File: config.mk
export PLATFORM = sky130hd
export DESIGN_NAME = pulse_classifier
export DESIGN_NICKNAME = d
export VERILOG_FILES = /design/src/rtl/pulse_classifier.sv
export SDC_FILE = /design/constraint.sdc
export NUM_CORES = 1
export LEC_CHECK = 0
export ABC_AREA = 1
export ABC_CLOCK_PERIOD_IN_PS = 2700
export CAP_MARGIN = 20
export CELL_PAD_IN_SITES_DETAIL_PLACEMENT = 1
export CELL_PAD_IN_SITES_GLOBAL_PLACEMENT = 1
export CORE_MARGIN = 1.5
export CORE_UTILIZATION = 40
export DETAILED_ROUTE_END_ITERATION = 8
export DONT_BUFFER_PORTS = 1
export HOLD_SLACK_MARGIN = 0.02
export PLACE_DENSITY = 0.74
export REMOVE_ABC_BUFFERS = 1
export SLEW_MARGIN = 15
export SYNTH_ARGS = -nofsm -noshare
export SYNTH_HDL_FRONTEND = slang
export SYNTH_SLANG_ARGS = --single-unit
File: constraint.sdc
create_clock -name clk -period 2.7 [get_ports clk]
set_input_delay 0.405 -clock clk [delete_from_list [all_inputs] [get_ports clk]]
set_output_delay 0.405 -clock clk [all_outputs]
set_load 0.01 [all_outputs]
File: src/rtl/pulse_classifier.sv
// Classifies measured pulse lengths as glitch/short/long and packs accepted
// pulses into symbol words, emitted on a low-gap timeout or a full buffer.
module pulse_classifier #(
    parameter int SHORT_MIN  = 96,
    parameter int LONG_MIN   = 2880,
    parameter int MAX_PULSES = 5,
    parameter int GAP_CYCLES = 12_500_000
) (
    input  logic                  clk,
    input  logic                  reset,
    input  logic                  start,
    input  logic [14:0]           tick_total,
    output logic                  pulse_short,
    output logic                  pulse_long,
    output logic                  symbol_valid,
    output logic [MAX_PULSES-1:0] symbol_bits,
    output logic [2:0]            symbol_len
);

    // state    | meaning
    // IDLE     | accumulator empty, waiting for a falling edge
    // LOAD     | capture tick_total (counter holds it for this edge only)
    // CLASSIFY | compare captured length against thresholds, update accumulator
    // GAP      | accumulator non-empty, waiting for next pulse or gap timeout
    typedef enum logic [1:0] {IDLE, LOAD, CLASSIFY, GAP} state_t;

    localparam int GW = $clog2(GAP_CYCLES + 1);
    localparam logic [GW-1:0] GAP_MAX   = GW'(GAP_CYCLES);
    localparam logic [GW-1:0] GAP_LAST  = GW'(GAP_CYCLES - 1);
    localparam logic [14:0]   SHORT_TH  = 15'(SHORT_MIN);
    localparam logic [14:0]   LONG_TH   = 15'(LONG_MIN);
    localparam logic [2:0]    LEN_FULL  = 3'(MAX_PULSES);

    state_t                state, state_nxt;
    logic                  start_q;
    logic [GW-1:0]         gap_cnt;
    logic [14:0]           pulse_len, pulse_len_nxt;
    logic [MAX_PULSES-1:0] acc_bits, acc_bits_nxt, new_bits;
    logic [2:0]            acc_len, acc_len_nxt, new_len;
    logic                  short_nxt, long_nxt, valid_nxt, is_long;
    logic [MAX_PULSES-1:0] sym_bits_nxt;
    logic [2:0]            sym_len_nxt;
    logic                  fall;

    assign fall = start_q & ~start;

    always_ff @(posedge clk or negedge reset) begin
        if (!reset) begin
            state        <= IDLE;
            start_q      <= 1'b0;
            gap_cnt      <= '0;
            pulse_len    <= '0;
            acc_bits     <= '0;
            acc_len      <= '0;
            pulse_short  <= 1'b0;
            pulse_long   <= 1'b0;
            symbol_valid <= 1'b0;
            symbol_bits  <= '0;
            symbol_len   <= '0;
        end else begin
            state        <= state_nxt;
            start_q      <= start;
            pulse_len    <= pulse_len_nxt;
            acc_bits     <= acc_bits_nxt;
            acc_len      <= acc_len_nxt;
            pulse_short  <= short_nxt;
            pulse_long   <= long_nxt;
            symbol_valid <= valid_nxt;
            symbol_bits  <= sym_bits_nxt;
            symbol_len   <= sym_len_nxt;
            if (start)
                gap_cnt <= '0;
            else if (gap_cnt != GAP_MAX)
                gap_cnt <= gap_cnt + 1'b1;
        end
    end

    always_comb begin
        state_nxt     = state;
        pulse_len_nxt = pulse_len;
        acc_bits_nxt  = acc_bits;
        acc_len_nxt   = acc_len;
        short_nxt     = 1'b0;
        long_nxt      = 1'b0;
        valid_nxt     = 1'b0;
        sym_bits_nxt  = symbol_bits;
        sym_len_nxt   = symbol_len;
        is_long       = (pulse_len >= LONG_TH);
        new_bits      = (acc_bits << 1) | MAX_PULSES'(is_long);
        new_len       = acc_len + 3'd1;

        case (state)
            IDLE: begin
                if (fall)
                    state_nxt = LOAD;
            end
            LOAD: begin
                pulse_len_nxt = tick_total;
                state_nxt     = CLASSIFY;
            end
            CLASSIFY: begin
                if (pulse_len < SHORT_TH) begin
                    state_nxt = (acc_len == 3'd0) ? IDLE : GAP;
                end else begin
                    short_nxt = ~is_long;
                    long_nxt  = is_long;
                    if (new_len == LEN_FULL) begin
                        valid_nxt    = 1'b1;
                        sym_bits_nxt = new_bits;
                        sym_len_nxt  = new_len;
                        acc_bits_nxt = '0;
                        acc_len_nxt  = '0;
                        state_nxt    = IDLE;
                    end else begin
                        acc_bits_nxt = new_bits;
                        acc_len_nxt  = new_len;
                        state_nxt    = GAP;
                    end
                end
            end
            GAP: begin
                // Timeout lands on the edge where gap_cnt reaches GAP_CYCLES.
                if (fall) begin
                    state_nxt = LOAD;
                end else if (!start && gap_cnt == GAP_LAST) begin
                    valid_nxt    = 1'b1;
                    sym_bits_nxt = acc_bits;
                    sym_len_nxt  = acc_len;
                    acc_bits_nxt = '0;
                    acc_len_nxt  = '0;
                    state_nxt    = IDLE;
                end
            end
            default: state_nxt = IDLE;
        endcase
    end

endmodule

After elaboration in Yosys (flattened, before gate mapping):

Index checks and enable logic that the tools add are counted.

* $add $sub $neg: 2
* $lt $le $gt $ge: 2
* equal/unequal tests: 12
* reductions and logical operators: 9
* multiplexer cells: 38
* bitwise logic cells: 4

Operators by type and width (count)
* 24-bit two-way mux: 2
* 5-bit two-way mux: 8
* 24-bit by 1-bit adder with 24-bit output (second input constant): 1
* 24-bit == test (second input constant): 1
* 3-bit two-way mux: 8
* 24-bit inequality test (second input constant): 1
* 5-bit one-hot mux with 2 select lines: 2
* 15-bit by 12-bit >= comparator with 1-bit output (second input constant): 1
* 15-bit by 7-bit less-than comparator with 1-bit output (second input constant): 1
* 2-bit two-way mux: 6
* 3-bit one-hot mux with 2 select lines: 2
* 2-bit inequality test (second input constant): 5
* 1-bit two-way mux: 8
* 2-bit one-hot mux with 4 select lines: 1
* 5-bit by 1-bit OR with 5-bit output: 1
* 5-bit AND reduction: 1
* 2-bit == test (second input constant): 2
* 4-bit AND reduction: 1
* 2-bit nonzero test: 2
* 3-bit by 1-bit adder with 3-bit output (second input constant): 1
* 3-bit == test (second input constant): 1
* 3-bit logical NOT: 1
* 3-bit inequality test (second input constant): 1
* 2-bit by 1-bit == test with 1-bit output (second input constant): 1
* other kinds (7): 8

* input bits: 18
* word-level logic and storage cells: 78
* output and inout bits: 11
* register bits after elaboration: 61

Depth between registers and ports, before layout:

* depth after elaboration: 5
* mapped depth: 10

Worst setup path after synthesis:

No wires, ideal clock.

* path kind: register to register
* start point: reg acc_len[0]
* end point: reg symbol_len[0]
* cell stages (with the launch flop): 9
* setup slack: 1.225 ns
* library setup time: 0.065 ns
* period minus slack after synthesis: 1.475 ns
* arrival: 1.410 ns
* buffers on the path: 0
* cells stage by stage: dfrtp_1 ha_1 xor2_1 nand2_1 nor2_2 nand2_2 nand2_4 o21ai_1 nand2_1

* cells in the longest elaborated chain, start to end: 4
* elaborated cells on any way between the ends: 9

RTL lines
* start: declaration: RTL line 39 `logic [2:0] acc_len, acc_len_nxt, new_len;`
* start signal: assignment: RTL line 65 `acc_len <= acc_len_nxt;`
* 3-bit by 1-bit adder with 3-bit output: RTL line 90 `new_len = acc_len + 3'd1;`
* 3-bit == test or 3-bit two-way mux (tied branches): RTL line 107 `if (new_len == LEN_FULL) begin`
* 2-bit inequality test (no source line) or 3-bit two-way mux (tied branches)
* 5-bit AND reduction (no source line) or 3-bit one-hot mux with 2 select lines (tied branches)
* end signal: assignment: RTL line 70 `symbol_len <= sym_len_nxt;`
* end: declaration: RTL line 17 `output logic [2:0] symbol_len`

Several ways; a longest one is shown, not always the timed one. The select of a mux whose other input is x is not followed.
A chain may end at the register's enable or synchronous reset.

Final worst setup path:

* start point: reg acc_len[0]
* end point: reg symbol_bits[2]

* cells in the longest elaborated chain, start to end: 4

RTL lines
* 3-bit by 1-bit adder with 3-bit output: RTL line 90
* 3-bit == test: RTL line 107
* 2-bit inequality test (no source line)
* 5-bit AND reduction (no source line)
* end signal: assignment: RTL line 69 `symbol_bits <= sym_bits_nxt;`
* end: declaration: RTL line 16 `output logic [MAX_PULSES-1:0] symbol_bits,`

Every way passes these cells.

==> flow_summary.json <==
{
  "htreeDepth": 2,
  "hold_end": "start_q",
  "setup_violations": 0,
  "status": "finished clean",
  "drc": 0,
  "hold_depth": 0,
  "final-hold-violation-count": 0,
  "first_iter_violations": 80,
  "grt_pass1_wl_mm": 12.5,
  "overflow": 0,
  "fin_crit_sh": 0.659,
  "syn_avg_cell_area_um2": 7.96,
  "timing.rr.end": "symbol_bits[2]",
  "cpMostUsedCell": "nand2_1",
  "setup.worst_path.end_class": "flop",
  "cts_buffers": 5,
  "rows": 31,
  "synthArstFlopShare": 1.00,
  "mappedNetlistArea_mm2": 0.00305,
  "yosysWarnings": 0,
  "track_usage": 0.188,
  "clock_sink_count": 56,
  "area_growth_pct": 7.88,
  "power_frac_comb": 0.325,
  "antenna_found_initial": 0,
  "synth-edff-count": 0,
  "start_util": 0.416,
  "dp_hpwl_mm": 5.13,
  "whs_ns": 0.104,
  "critPathMaxFanout": 9,
  "place_area_mm2": 0.00315,
  "die_w_um": 90.3,
  "grt_max_degree": 57,
  "die-height_um": 90.3,
  "fillCellCount": 922,
  "routedWlPerCell_um": 14.2,
  "crit_required_ns": 2.96,
  "setup.worst_path.start_class": "flop",
  "skew_ns": 0.00609,
  "ys_seq_elements": 56,
  "crit_buf_inv": 0,
  "wl_mm": 6.93,
  "ys_seq_area_frac": 0.460,
  "hold_start": "start",
  "swShare": 0.391,
  "cts_buffer_depth": 2,
  "final_nets": 411,
  "cts_root_buf": "clkbuf_8",
  "gp_congestion": 0.837,
  "slew_violations": 0,
  "rr_worst_depth": 8,
  "port_buffers": 0,
  "stdcell_area_mm2": 0.00329,
  "grt_pass1_vias": 2631,
  "power.share.clock": 0.195,
  "final_common_cell": "nand2_1",
  "ff2ff_setup_slack_ns": 0.92,
  "die_area_mm2": 0.00815,
  "core_area_mm2": 0.00733,
  "cts_resized": 0,
  "leakagePower_nw": 1.59,
  "drive_gt1_frac": 0.121,
  "final_cell_mix": "nand2_1 (96), dfrtp_1 (56), nor2_1 (50), inv_1 (40), nand3_1 (32)",
  "vias_per_cell": 5.07,
  "postCtsSetupRepairBufs": 0,
  "path_cells": "ha_1 -> xor2_1 -> nand2_1 -> nor2_2 -> nand2_2 -> nand2_4 -> nand2_1 -> nand2_1",
  "cts_tree": "built",
  "clk_pin_slew_ns": 0.11,
  "cap_violations": 0,
  "synth-main-ff-cell": "dfrtp_1",
  "p_per_area_mw_per_mm2": 770,
  "synth_cells": 383,
  "cp.arrival_ns": 2.04,
  "dr.pass1.iters": 4,
  "num_vias": 2472,
  "ios": 29,
  "cp_slowest_cell": "dfrtp_1",
  "finalSetupTns_ns": 0,
  "fmax_mhz": 562,
  "rsz0062_at_grt": "no",
  "ir_drop_v": 0.000501,
  "ctsHoldBuffers": 2,
  "internal_power_mw": 1.54,
  "switchingPower_mw": 0.990,
  "path_class": "reg2reg",
  "crit-reg2reg-launch": "acc_len[0]",
  "period_needed_ns": 1.78,
  "postRouteAntennaNets": 0,
  "relSlewSlack": 0.699,
  "clock_latency_ns": 0.31,
  "seqPwrFrac": 0.480,
  "max_stage_delay_ns": 0.46,
  "diodes": 0,
  "worstMarginPinSlew_ns": 0.448,
  "hold_class": "in2reg",
  "multi_input_area_mm2": 0.00146,
  "ys_types": 33,
  "regArea_mm2": 0.00140,
  "cp_top_family": "simple AND/OR/NAND/NOR gates"
}
==> area by class of cell <==
class                           instances  share of cell area
Clock buffer                            5              0.0209
Clock inverter                          3             0.00837
Inverter                               44              0.0502
Multi-Input combinational cell        278               0.443
Sequential cell                        56               0.426
Tap cell                               99              0.0377
Timing Repair Buffer                    3              0.0137
==> metal layers <==
metal | up-vias | global-route usage | share of wire
li1 | 1245 | - | -
met1 | 1201 | 0.245 | 0.47
met2 | 20 | 0.330 | 0.49
met3 | 6 | 0.0303 | 0.029
met4 | 0 | 0.0357 | 0.0084
met5 | - | 0 | 0
==> power groups by stage <==
stage	Clock, mW	Combinational [mW]	Sequential [mW]
global placement	0	0.794	1.23
CTS	0.518	0.843	1.22
floorplan	0	0.657	1.19
finish	0.494	0.823	1.21
detailed placement	0	0.814	1.24
global route	0.539	0.965	1.24
==> worst max path at each step <==
stage,start,to,slack (ns),cells after the start
after floorplan,start,acc_len[0],1.10,8
after detailed placement,acc_len[0],symbol_len[0],0.94,8
after global routing,acc_len[0],symbol_bits[4],0.76,8
final,acc_len[0],symbol_bits[2],0.92,8
after global placement,gap_cnt[0],acc_bits[3],0.99,8
after CTS,acc_len[0],symbol_len[0],0.90,8
==> cell usage after synthesis, types with 7 or more instances <==
master   number  share of area
a21oi_1      12          0.020
dfrtp_1      56           0.46
inv_1        40          0.049
mux2_2        8          0.030
nand2_1      96           0.12
nand2_2       7          0.014
nand3_1      32          0.053
nand4_1       9          0.018
nor2_1       50          0.062
nor2_2        7          0.014
nor3_1       13          0.021
o21ai_0      15          0.025
==> logic make-up after synthesis <==
group	synth area share
AND/OR/NAND/NOR	0.344
flip-flops	0.460
AO/OA/AOI/OAI	0.0690
adder cells (fa/ha/maj)	0.0205
buffers and inverters	0.0624
multiplexers	0.0296
XOR/XNOR	0.0144
==> per-stage QoR <==
step,cells,setup WS [ns],utilization,power (mW)
2_1_floorplan,378,1.10,-,1.85
3_3_place_gp,478,0.989,0.430,2.02
3_5_place_dp,478,0.942,0.430,2.05
4_1_cts,488,0.898,0.449,2.58
5_1_grt,488,0.756,0.449,2.74
6_report,488,0.920,0.449,2.53
==> worst reg2reg max path: stages, from the launching register on <==
cell,delay (ns)
dfrtp_1,0.46
ha_1,0.26
xor2_1,0.22
nand2_1,0.13
nor2_2,0.18
nand2_2,0.17
nand2_4,0.17
nand2_1,0.07
nand2_1,0.06
==> registers in the layout, summed over array words and instances, names as in the netlist <==
signal        cells
pulse_short       1
acc_len           3
symbol_valid      1
pulse_len        10
pulse_long        1
state             2
acc_bits          5
symbol_bits       5
gap_cnt          24
symbol_len        3
start_q           1
Note: power is estimated with default switching activity, not from simulation.
